<file path="src/rtl/qdi_1of2_sync_rx.sv">
// Clocked receiver for a 4-phase QDI 1-of-2 dual-rail channel.
// The rails are synchronized and qualified as stable before they are used.
// Decoded bits go into a small FIFO with a valid/ready head. The block also
// drives the sender's enable, counts accepted tokens and flags illegal 11 codes.
module qdi_1of2_sync_rx #(
   parameter int SYNC_STAGES = 2,
   parameter int FIFO_DEPTH  = 4,
   parameter int CNT_W       = 16
) (
   input  logic             CLK,
   input  logic             RESET,
   input  logic [1:0]       Rx,
   output logic             Rxe,
   output logic             out_data,
   output logic             out_valid,
   input  logic             out_ready,
   output logic [CNT_W-1:0] tok_count,
   output logic             err,
   output logic             fifo_full
);

   localparam int AW = $clog2(FIFO_DEPTH);
   localparam int PW = SYNC_STAGES + 1;
   localparam logic [AW:0] FULL_CNT = (AW+1)'(FIFO_DEPTH);

   typedef enum logic [1:0] {S_NEUTRAL, S_REQ, S_ACK, S_HOLD} state_t;

   state_t                        state_q, state_d;
   logic [SYNC_STAGES-1:0][1:0]   sync_q;
   logic [PW-1:0]                 vld_q;
   logic [1:0]                    rs, rq;
   logic                          stable;
   logic                          push, pop, set_err;
   logic [FIFO_DEPTH-1:0]         mem_q;
   logic [AW-1:0]                 wr_q, rd_q;
   logic [AW:0]                   cnt_q, cnt_d;
   logic [CNT_W-1:0]              tok_q;
   logic                          err_q;

   // Rail synchronizer chain; stage 0 samples the asynchronous rails.
   always_ff @(posedge CLK or posedge RESET) begin
      if (RESET) sync_q <= '0;
      else       sync_q <= {sync_q[SYNC_STAGES-2:0], Rx};
   end

   // The stability compare is trusted only once the whole chain holds real
   // samples. This keeps the cleared reset value from looking like a neutral
   // code.
   always_ff @(posedge CLK or posedge RESET) begin
      if (RESET) vld_q <= '0;
      else       vld_q <= {vld_q[PW-2:0], 1'b1};
   end

   // rq is the fully synchronized code. rs is the same code one stage earlier,
   // so rs==rq means the rails held one value over two consecutive samples.
   assign rs     = sync_q[SYNC_STAGES-2];
   assign rq     = sync_q[SYNC_STAGES-1];
   assign stable = vld_q[PW-1] && (rs == rq);

   // FIFO occupancy after this edge's push/pop.
   always_comb begin
      cnt_d = cnt_q;
      if (push && !pop)      cnt_d = cnt_q + 1'b1;
      else if (!push && pop) cnt_d = cnt_q - 1'b1;
   end

   // Handshake state register.
   always_ff @(posedge CLK or posedge RESET) begin
      if (RESET) state_q <= S_NEUTRAL;
      else       state_q <= state_d;
   end

   // Next-state: request only on a stable neutral code with room in the FIFO.
   // Acknowledge on any stable non-neutral code.
   always_comb begin
      state_d = state_q;
      case (state_q)
         S_NEUTRAL: if (stable && rq == 2'b00 && !fifo_full) state_d = S_REQ;
         S_REQ:     if (stable && rq != 2'b00)               state_d = S_ACK;
         S_ACK:     if (stable && rq == 2'b00)
                       state_d = (cnt_d == FULL_CNT) ? S_HOLD : S_REQ;
         S_HOLD:    if (!fifo_full)                          state_d = S_REQ;
         default:   state_d = S_NEUTRAL;
      endcase
   end

   // Outputs: Rxe comes straight from the state flop, so it is glitch-free and
   // clears asynchronously on reset.
   always_comb begin
      Rxe     = (state_q == S_REQ);
      push    = (state_q == S_REQ) && stable && (rq == 2'b01 || rq == 2'b10);
      set_err = (state_q == S_REQ) && stable && (rq == 2'b11);
   end

   assign pop = out_valid && out_ready;

   // FIFO storage and pointers. A push is never issued when the FIFO is full.
   always_ff @(posedge CLK or posedge RESET) begin
      if (RESET) begin
         mem_q <= '0;
         wr_q  <= '0;
         rd_q  <= '0;
         cnt_q <= '0;
      end else begin
         if (push) begin
            mem_q[wr_q] <= rq[1];
            wr_q        <= wr_q + 1'b1;
         end
         if (pop) rd_q <= rd_q + 1'b1;
         cnt_q <= cnt_d;
      end
   end

   // Token counter wraps silently. The error flag is sticky until reset.
   always_ff @(posedge CLK or posedge RESET) begin
      if (RESET) begin
         tok_q <= '0;
         err_q <= 1'b0;
      end else begin
         if (push)    tok_q <= tok_q + CNT_W'(1);
         if (set_err) err_q <= 1'b1;
      end
   end

   assign out_data  = mem_q[rd_q];
   assign out_valid = (cnt_q != '0);
   assign fifo_full = (cnt_q == FULL_CNT);
   assign tok_count = tok_q;
   assign err       = err_q;

endmodule

</file>
<file path="config.mk">
export PLATFORM = sky130hd
export DESIGN_NAME = qdi_1of2_sync_rx
export DESIGN_NICKNAME = d
export VERILOG_FILES = /design/src/rtl/qdi_1of2_sync_rx.sv
export SDC_FILE = /design/constraint.sdc
export NUM_CORES = 1
export LEC_CHECK = 0
export CAP_MARGIN = 25
export CORE_ASPECT_RATIO = 1.2
export CORE_MARGIN = 5
export CORE_UTILIZATION = 58
export DETAILED_ROUTE_END_ITERATION = 7
export GPL_ROUTABILITY_DRIVEN = 1
export PLACE_DENSITY = 0.84
export SYNTH_ARGS = -nofsm -noshare
export SYNTH_HDL_FRONTEND = slang
export SYNTH_SLANG_ARGS = --single-unit
</file>
<file path="constraint.sdc">
create_clock -name CLK -period 3.4 [get_ports CLK]
set_input_delay 0.85 -clock CLK [delete_from_list [all_inputs] [get_ports CLK]]
set_output_delay 0.85 -clock CLK [all_outputs]
set_load 0.03 [all_outputs]
</file>
After elaboration in Yosys (flattened, before gate mapping)

Cells that the tools add are included.

Output and inout port bits: 21
Register bits: 37

Add/subtract/negate cells: 5
Muxes and demuxes: 13
Reductions and logical operators: 20
$lt $le $gt $ge: 3
Eq/ne operators: 13

Operators with widths:

| operator                | count |
|---|---|
| $add A16 B1 Y16 const B | 1 |
| $logic_and A1 B1 Y1     | 11 |
| $mux W2                 | 5 |
| $eq A2 B2 Y1 const B    | 4 |
| $pmux W2 S4             | 1 |
| $eq A3 B3 Y1 const B    | 2 |
| $lt A2 B3 Y1 const B    | 2 |
| $mux W3                 | 2 |
| $ne A2 B2 Y1 const B    | 3 |
| $add A2 B1 Y2 const B   | 2 |
| $bwmux W4               | 1 |
| $eq A2 B1 Y1 const B    | 2 |
| $logic_not A2 Y1        | 2 |
| $reduce_and A4 Y1       | 1 |
| $add A3 B1 Y3 const B   | 1 |
| $logic_not A1 Y1        | 3 |
| $reduce_bool A3 Y1      | 1 |
| $sub A3 B1 Y3 const B   | 1 |
| $bmux W1 S2             | 1 |
| $demux W1 S2            | 1 |
| $eq A2 B2 Y1            | 1 |
| $ge A2 B1 Y1 const B    | 1 |
| $mux W1                 | 2 |
| $ne A2 B1 Y1 const B    | 1 |
| 2 further kinds         | 2 |

Depth between registers and ports, before layout

Gate-level depths: netlist (run 1).

Word-level depth: 12
Mapped depth: 9

Worst setup path after synthesis (run 1)

OpenSTA, ideal clock, no wires.

Path kind: register -> register
From: reg state_q[1]
To: reg state_q[1]
Slack: 1.409 ns
Data arrival time: 1.856 ns
Required time: 3.265 ns
Clock period less this slack: 1.991 ns
Path buffers: 1
Cell stages (with the launch flop): 9
Setup time: 0.135 ns
Cell sequence: dfrtp_1 inv_1 ha_1 and3_1 and3_1 buf_6 nor4_4 o311ai_1 a31oi_1

Word-level cells in the longest chain between the ends: 11
Elaborated cells between the ends (all ways): 20
Those cells by class: eq/ne (8); mux (5); reduce/logical (7)

Ends and longest elaborated chain:

| element                          | RTL line | RTL |
|---|---|---|
| start, declared                  | 28       | `state_t state_q, state_d;` |
| start signal, assigned           | 70       | `else state_q <= state_d;` |
| $eq A2 B1 Y1 *                   | -        |  |
| via Rxe                          | 13       | `output logic Rxe,` |
| $logic_and A1 B1 Y1 (2 in a row) | 91       | `push = (state_q == S_REQ) && stable && (rq == 2'b01 \|\| rq == 2'b10);` |
| $logic_not A1 Y1                 | 64       | `else if (!push && pop) cnt_d = cnt_q - 1'b1;` |
| $logic_and A1 B1 Y1              | 64       |  |
| $mux W3                          | 64       |  |
| $mux W3                          | 63       | `if (push && !pop) cnt_d = cnt_q + 1'b1;` |
| $eq A3 B3 Y1                     | 81       | `state_d = (cnt_d == FULL_CNT) ? S_HOLD : S_REQ;` |
| $mux W2                          | 81       |  |
| $mux W2                          | 80       | `S_ACK: if (stable && rq == 2'b00)` |
| $pmux W2 S4                      | 77       | `case (state_q)` |

Mark *: on every way through the listed nets, which the timed path passes. The rest lies on a longest branch. The select of a mux whose other input is x is not followed.
A chain may end at the register's enable or synchronous reset.

Final worst setup path (run 1)

From: reg cnt_q[0]
To: out out_valid

Word-level cells in the longest chain between the ends: 1

Ends and longest elaborated chain:

| element                | RTL line | RTL |
|---|---|---|
| start, declared        | 36       | `logic [AW:0] cnt_q, cnt_d;` |
| start signal, assigned | 110      | `cnt_q <= cnt_d;` |
| $reduce_bool A3 Y1     | 126      | `assign out_valid = (cnt_q != '0);` |
| end, declared          | 15       | `output logic out_valid,` |

No other way between the ends.

==> flow_summary.ini, run 1 <==
[setup_path]
slowest_delay_ns = 0.66
path_cells = inv_1, ha_1, or2b_4, clkdlybuf4s50_1
crit_arrival_ns = 2.15
rr_endpoint = state_q[1]
critPathTopFamily = buffers and inverters
r2r_start = state_q[1]
reg2reg_depth = 7
crit_start = cnt_q[0]
reg2reg_slack_ns = 1.06
slowest_stage = clkdlybuf4s50_1
crit_fanout = 6
critPathBufInv = 2
crit_type = reg -> out
worstSetupEndpointType = output port
start_kind = flop
required_ns = 2.55

[placement]
dpl_worst_slack_ns = 0.790
port-buffer-count = 25
gp_congestion = 0.751
hpwl_um = 2630
dp.cells = 228
placed_area_um2 = 2180

[cts]
cts_buffer_depth = 2
cts.clk_slew.worst_paths_ns = 0.11
cts_num_sinks = 37
cts-root-buf = clkbuf_4
post-cts-setup-buffer-count = 0
cts_resized = 0
cts_buffers = 5
clk_latency_ns = 0.34
cts_tree = done
holdBufCountCts = 0
cts_max_level = 2

[finish]
fillers = 233
stdcell_area_um2 = 2260
area_growth_pct = 20.1
finalNetCount = 219
final_cell_mix = 37 x dfrtp_1, 25 x clkdlybuf4s50_1, 23 x nand2_1, 18 x xnor2_1, 15 x ha_1
stdcell_count = 236
drive_gt1_share_pct = 9.50
diodes = 0
final_common_cell = dfrtp_1

[grt]
grt_max_degree = 16
overflow = 0
antenna_found_initial = 0
track_usage_pct = 17.5
grt_pass1_wl_um = 5870
grt_pass1_vias = 1327

[die]
io_pins = 26
fp.dieH_um = 72.5
die_x_um = 62.1
start_util_pct = 60.6
core_um2 = 3110
placementRows = 22
die_area_um2 = 4500

[detailed_routing]
drt_iter0_drc = 38
routedWlPerCell_um = 14.6
drc = 0
wl_um = 3440
first_pass_iters = 4
drtAntennaViolNets = 0
vias = 1295
vias_per_cell = 5.49

[yosys]
ys_seq_elements = 37
synth_edf_count = 0
synth_fp_nets = 187
ys.flop_type = dfrtp_1
ys_types = 37
synth_cells = 167
async_flop_share_pct = 100
synth.area.top_cells = dfrtp_1 49%, ha_1 10%, xnor2_1 8.4%
yosysWarnings = 0
syn_area_um2 = 1890
synth_top_cell_area_share_pct = 49.1
synth_area_leader_cell = dfrtp_1
seq_area_frac_synth_pct = 49.1
syn_area_per_cell_um2 = 11.3

[timing]
hold_viol_final = 0
tns_ns = 0
fin_crit_sh_pct = 88.3
setup_viol = 0
rsz0062_at_grt = false
slew_violations = 0
fin_worst_skew_ns = 0.0149
setup_ws_ns = 0.398
period_minus_slack_ns = 3.00
fmax_mhz = 333
slew-limit-headroom_pct = 57.6
worst_slew_pin_slew_ns = 0.635

[hold_path]
min_path_cells = 0
hp-start = vld_q[1]
min_path_type = reg -> reg
whs_endpoint = vld_q[2]

[pwr]
p_per_area_nw_per_um2 = 701
finalPower_mw = 1.59
ir_worst_vdd_mv = 0.532
p_leak_nw = 1.02

[status]
status = finished clean

[flow_run]
maxCapViolCount = 0
-- area by class of cell --
class	instances	area (um2)	area share, %
well taps	36	45.0	1.99
clock buffers	7	55.1	2.43
repair buffers	27	265	11.7
flip-flops and latches	37	926	40.9
multi-input cells	117	902	39.8
clock inverters	1	30.0	1.33
inverters	11	41.3	1.82
-- routing by layer --
metal  GRT usage [%]  wire length [um]  up-vias
li1                -                 -      626
met1            21.2              1400      637
met2            29.5              1840       28
met3            4.80               166        4
met4            5.66                38        0
met5               0                 0        -
-- worst max-delay path by stage --
stage,slack [ns],endpoint,cells after the start
floorplan,1.41,state_q[1],8
global placement,0.85,out_valid,4
detailed placement,0.79,out_valid,4
CTS,0.39,out_valid,4
global route,0.30,out_valid,4
finish,0.40,out_valid,4
-- cells by family (layout without fill, tap and decap cells) --
| logic type | Yosys count | in the layout | synth area share [%] |
|---|---|---|---|
| flip-flops | 37 | 37 | 49.1 |
| multiplexers | 5 | 5 | 3.32 |
| AO/OA/AOI/OAI | 20 | 20 | 7.03 |
| adder cells (fa/ha/maj) | 15 | 15 | 9.95 |
| other | 1 | 1 | 0.199 |
| buffers and inverters | 13 | 46 | 3.05 |
| AND/OR/NAND/NOR | 54 | 54 | 16.3 |
| XOR/XNOR | 22 | 22 | 11.0 |
-- sequential cells by signal (all words and copies together) (netlist names) --
| register | flops |
|---|---|
| rd_q | 2 |
| tok_count | 16 |
| state_q | 2 |
| mem_q | 4 |
| err | 1 |
| rq | 2 |
| vld_q | 3 |
| wr_q | 2 |
| cnt_q | 3 |
| rs | 2 |
-- through the flow --
| step | hold WS [ns] | util [%] |
|---|---|---|
| CTS | 0.362 | 72.8 |
| floorplan | 0.331 | - |
| global route | 0.385 | 72.8 |
| finish | 0.363 | 72.8 |
| detailed placement | 0.338 | 70.1 |
| global placement | 0.333 | 70.1 |
-- cells in the mapped netlist (all sizes together), types with 2 or more instances --
cell type	n
inv	11
xor2	2
nor3	2
nand4	5
and2	2
and3	3
mux2i	4
dfrtp	37
buf	2
nand3	5
nor2	6
o21ai	10
o211ai	2
nand2	23
nor4	3
nor2b	2
ha	15
xnor2	20
-- power breakdown --
group          total [mW]  switching, mW  internal (mW)
registers           0.641          0.106          0.535
logic               0.629          0.347          0.283
clock network       0.317          0.141          0.176
total                1.59          0.594          0.993
Note: power is estimated with default switching activity, not from simulation.
==> run 2, diff against run 1 <==
--- a/config.mk
+++ b/config.mk
@@ -5,13 +5,14 @@
 export SDC_FILE = /design/constraint.sdc
 export NUM_CORES = 1
 export LEC_CHECK = 0
-export CAP_MARGIN = 25
 export CORE_ASPECT_RATIO = 1.2
 export CORE_MARGIN = 5
-export CORE_UTILIZATION = 58
+export CORE_UTILIZATION = 60
+export CTS_BUF_LIST = sky130_fd_sc_hd__clkbuf_8
+export CTS_CLUSTER_DIAMETER = 40
 export DETAILED_ROUTE_END_ITERATION = 7
 export GPL_ROUTABILITY_DRIVEN = 1
-export PLACE_DENSITY = 0.84
+export PLACE_DENSITY = 0.86
 export SYNTH_ARGS = -nofsm -noshare
 export SYNTH_HDL_FRONTEND = slang
 export SYNTH_SLANG_ARGS = --single-unit
==> run 2 against run 1 <==
Against the previous run: clock skew decreased by 0.0082 ns; total power up 5.4%; final area grew 1.5%; die area is 2.8% lower; register-to-register slack worse by 0.02 ns; critical path depth stayed put; critical endpoint unchanged; worst setup slack gained 0.090 ns; final cell count is the same; first-iteration DRC count grew 55%.
==> flow_summary.ini, run 2 (synthesis results as in run 1) <==
[setup_path]
critPathTopFamily = buffers and inverters
critPathBufInv = 2
crit_fanout = 6
cp-endpoint = out_valid
rr_endpoint = state_q[1]
required_ns = 2.55
path_depth = 4
slowest_delay_ns = 0.66
path_cells = inv_1, ha_1, or2b_4, clkdlybuf4s50_1
crit_start = cnt_q[0]
start_kind = flop
reg2reg_slack_ns = 1.04
r2r_start = state_q[1]
slowest_stage = clkdlybuf4s50_1
reg2reg_depth = 7
crit_arrival_ns = 2.06
crit_type = reg -> out
worstSetupEndpointType = output port

[timing]
period_minus_slack_ns = 2.91
slew_violations = 0
slew-limit-headroom_pct = 43.9
fmax_mhz = 343
setup_viol = 0
tns_ns = 0
worst_slew_pin_slew_ns = 0.841
fin_worst_skew_ns = 0.00676
hold_viol_final = 0
fin_crit_sh_pct = 85.6
rsz0062_at_grt = false
setup_ws_ns = 0.489

[cts]
cts_tree = done
holdBufCountCts = 0
post-cts-setup-buffer-count = 0
cts.clk_slew.worst_paths_ns = 0.08
cts-root-buf = clkbuf_8
cts_max_level = 2
cts_buffers = 5
cts_buffer_depth = 2
clk_latency_ns = 0.29
cts_resized = 0
cts_num_sinks = 37

[grt]
track_usage_pct = 18.7
antenna_found_initial = 0
grt_pass1_vias = 1293
grt_max_degree = 23
overflow = 0
grt_pass1_wl_um = 6120

[die]
fp.dieH_um = 71.4
placementRows = 22
die_area_um2 = 4370
start_util_pct = 61.7
core_um2 = 3060
die_x_um = 61.2
io_pins = 26

[pwr]
ir_worst_vdd_mv = 0.600
p_per_area_nw_per_um2 = 728
p_leak_nw = 1.03

[detailed_routing]
vias = 1277
drc = 0
first_pass_iters = 4
wl_um = 3550
routedWlPerCell_um = 15.0
vias_per_cell = 5.41
drtAntennaViolNets = 0
drt_iter0_drc = 59

[finish]
area_growth_pct = 22.0
final_common_cell = dfrtp_1
final_util_pct = 75.3
drive_gt1_share_pct = 10.0
largest_reg_flops = 16
final_cell_mix = 37 x dfrtp_1, 25 x clkdlybuf4s50_1, 23 x nand2_1, 18 x xnor2_1, 15 x ha_1
diodes = 0
stdcell_count = 236
finalNetCount = 219
stdcell_area_um2 = 2300

[flow_run]
maxCapViolCount = 0

[placement]
placed_area_um2 = 2180
gp_congestion = 0.826
dpl_worst_slack_ns = 0.797
port-buffer-count = 25
hpwl_um = 2730
dp.cells = 228

[hold_path]
min_path_type = reg -> reg

[status]
status = finished clean
==> run 2: how the worst min path moves through the flow <==
stage	from	endpoint	slack [ns]	cells after the start
after floorplan	vld_q[0]	vld_q[1]	0.33	0
after global placement	vld_q[1]	vld_q[2]	0.33	0
after detailed placement	vld_q[0]	vld_q[1]	0.34	0
after CTS	vld_q[0]	vld_q[1]	0.36	0
after global routing	vld_q[0]	vld_q[1]	0.38	0
final	vld_q[0]	vld_q[1]	0.35	0
==> run 2: worst reg2reg max path, delay by kind of cell (launching register included) <==
family	cells	cell delay (ns)
compound gates	2	0.40
fa+ha+maj	1	0.28
buf+inv	1	0.12
flops	1	0.42
mux	1	0.18
simple gates	2	0.84
==> run 2: metal layers <==
layer / GRT usage, % / share of wire [%] / vias to the layer above
met3: 3.96 / 3.9 / 6
met4: 8.67 / 2.2 / 0
met5: 0 / 0 / -
met2: 29.6 / 52 / 21
met1: 24.0 / 42 / 623
li1: - / - / 627
==> run 2: final cells by class <==
class / instances / area, um2
flip-flops and latches: 37 / 926
multi-input cells: 117 / 902
fillers: 204 / 756
repair buffers: 27 / 265
clock buffers: 6 / 82.6
well taps: 36 / 45.0
inverters: 11 / 41.3
clock inverters: 2 / 37.5
==> run 2: power breakdown <==
group	switching (mW)	internal, mW
clock network	0.157	0.238
registers	0.103	0.536
logic	0.354	0.286
total	0.614	1.06
==> run 2: metrics by stage <==
step,power [mW],hold WS [ns]
after global placement,1.23,0.334
after CTS,1.69,0.359
after global routing,1.79,0.379
after detailed placement,1.28,0.342
after floorplan,1.08,0.331
final,1.67,0.354
==> run 3, diff against run 2 <==
--- a/config.mk
+++ b/config.mk
@@ -7,12 +7,12 @@
 export LEC_CHECK = 0
 export CORE_ASPECT_RATIO = 1.2
 export CORE_MARGIN = 5
-export CORE_UTILIZATION = 60
+export CORE_UTILIZATION = 61
 export CTS_BUF_LIST = sky130_fd_sc_hd__clkbuf_8
 export CTS_CLUSTER_DIAMETER = 40
 export DETAILED_ROUTE_END_ITERATION = 7
 export GPL_ROUTABILITY_DRIVEN = 1
-export PLACE_DENSITY = 0.86
+export PLACE_DENSITY = 0.88
 export SYNTH_ARGS = -nofsm -noshare
 export SYNTH_HDL_FRONTEND = slang
 export SYNTH_SLANG_ARGS = --single-unit
==> run 3 against run 2 <==
Against the previous run: hold slack about the same; critical path type unchanged; critical path depth unchanged; worst setup slack improved by 0.018 ns; maximum frequency increased by 0.62%; final cell count unchanged; die area decreased by 1.4%; first-iteration DRC count decreased by 36%; global-route usage decreased by 0.16 points; non-clock buffer count unchanged; final area decreased by 0.16%; largest cell class unchanged; via count increased by 1.7%; wire length about the same.
==> flow_summary.ini, run 3 (synthesis results as in run 1) <==
[status]
status = finished clean

[placement]
hpwl_um = 2650
dpl_worst_slack_ns = 0.820
dp.cells = 228
port-buffer-count = 25
gp_congestion = 0.905

[detailed_routing]
drtAntennaViolNets = 0
wl_um = 3550
drc = 0
routedWlPerCell_um = 15.0
drt_iter0_drc = 38
vias = 1299
first_pass_iters = 4
vias_per_cell = 5.50

[cts]
cts.clk_slew.worst_paths_ns = 0.07
holdBufCountCts = 0
cts_tree = done
post-cts-setup-buffer-count = 0
cts_num_sinks = 37
cts_max_level = 2
clk_latency_ns = 0.29
cts_buffers = 5
cts_buffer_depth = 2
cts-root-buf = clkbuf_8
cts_resized = 0

[die]
start_util_pct = 62.3
die_x_um = 60.8
core_um2 = 3030
io_pins = 26
die_area_um2 = 4310
placementRows = 22
fp.dieH_um = 70.9

[flow_run]
maxCapViolCount = 0

[timing]
hold_ws_ns = 0.354
slew_violations = 0
worst_slew_pin_slew_ns = 0.651
fmax_mhz = 346
slew-limit-headroom_pct = 56.6
fin_worst_skew_ns = 0.00580
setup_viol = 0
setup_ws_ns = 0.507
hold_viol_final = 0
period_minus_slack_ns = 2.89
tns_ns = 0
rsz0062_at_grt = false
fin_crit_sh_pct = 85.1

[finish]
finalNetCount = 219
regArea_um2 = 926
multi_input_area_um2 = 902
area_growth_pct = 21.8
drive_gt1_share_pct = 9.50
final_cell_mix = 37 x dfrtp_1, 25 x clkdlybuf4s50_1, 23 x nand2_1, 18 x xnor2_1, 15 x ha_1
largest_reg_flops = 16
diodes = 0
fillers = 219
stdcell_count = 236
final_common_cell = dfrtp_1

[setup_path]
start_kind = flop
crit_arrival_ns = 2.04
slowest_delay_ns = 0.66
slowest_stage = clkdlybuf4s50_1
crit_type = reg -> out
path_cells = inv_1, ha_1, or2b_4, clkdlybuf4s50_1
crit_fanout = 6
reg2reg_depth = 7
crit_start = cnt_q[0]
required_ns = 2.55
r2r_start = state_q[1]
worstSetupEndpointType = output port

[pwr]
p_sw_share_pct = 36.6
ir_worst_vdd_mv = 0.549
p_seq_share_pct = 38.5
p_leak_nw = 1.04
combPwrFrac_pct = 38.3
p_int_mw = 1.06
clkPwrFrac_pct = 23.2
p_per_area_nw_per_um2 = 726
p_switching_uw = 609

[hold_path]
min_path_type = reg -> reg
hp-start = vld_q[0]
min_path_cells = 0

[grt]
track_usage_pct = 18.6
grt_max_degree = 19
antenna_found_initial = 0
grt_pass1_wl_um = 5930
grt_pass1_vias = 1353
overflow = 0
==> run 3: layer usage <==
metal  routed length, um  up-vias  global-route usage, %  part of all wire (%)
li1                    -      627                      -                     -
met1                1410      620                   21.1                    40
met2                1840       39                   30.6                    52
met3                 189       13                   5.84                   5.3
met4                 107        0                   9.40                   3.0
met5                   0        -                      0                     0
==> run 3: through the flow <==
step | cell area, um2 | util [%] | power, mW
global route | 2300 | 75.8 | 1.77
global placement | 2180 | 72.0 | 1.24
CTS | 2300 | 75.8 | 1.68
finish | 2300 | 75.8 | 1.67
floorplan | 1890 | - | 1.08
detailed placement | 2180 | 72.0 | 1.28
==> run 3: worst paths after layout <==
path                                     end  slack [ns]
worst min-delay path                vld_q[1]        0.35
min in group asynchronous       tok_count[5]        0.93
max in group asynchronous       tok_count[7]        1.87
worst max register to register    state_q[1]        0.99
worst min register to register      vld_q[1]        0.35
worst max-delay path               out_valid        0.51
==> run 3: power by group through the flow <==
stage	Combinational [mW]	Sequential (mW)	Clock, mW
6_report	0.639	0.641	0.386
5_1_grt	0.701	0.654	0.416
4_1_cts	0.643	0.641	0.399
3_5_place_dp	0.633	0.647	0
3_3_place_gp	0.601	0.639	0
2_1_floorplan	0.420	0.665	0
==> run 3: final cells by class <==
class,instances,area share [%]
inverter,11,1.80
clock inverter,2,1.47
clock buffer,6,3.60
multi-input combinational,117,39.3
timing repair buffer,27,11.6
tap,36,1.96
sequential,37,40.3
==> run 3: worst max-delay path, delay by kind of cell, from the launching register on <==
kind,cells,cell delay (ns)
adders and majority gates,1,0.26
buffers and inverters,2,0.78
DFF,1,0.48
and+or+nand+nor,1,0.24
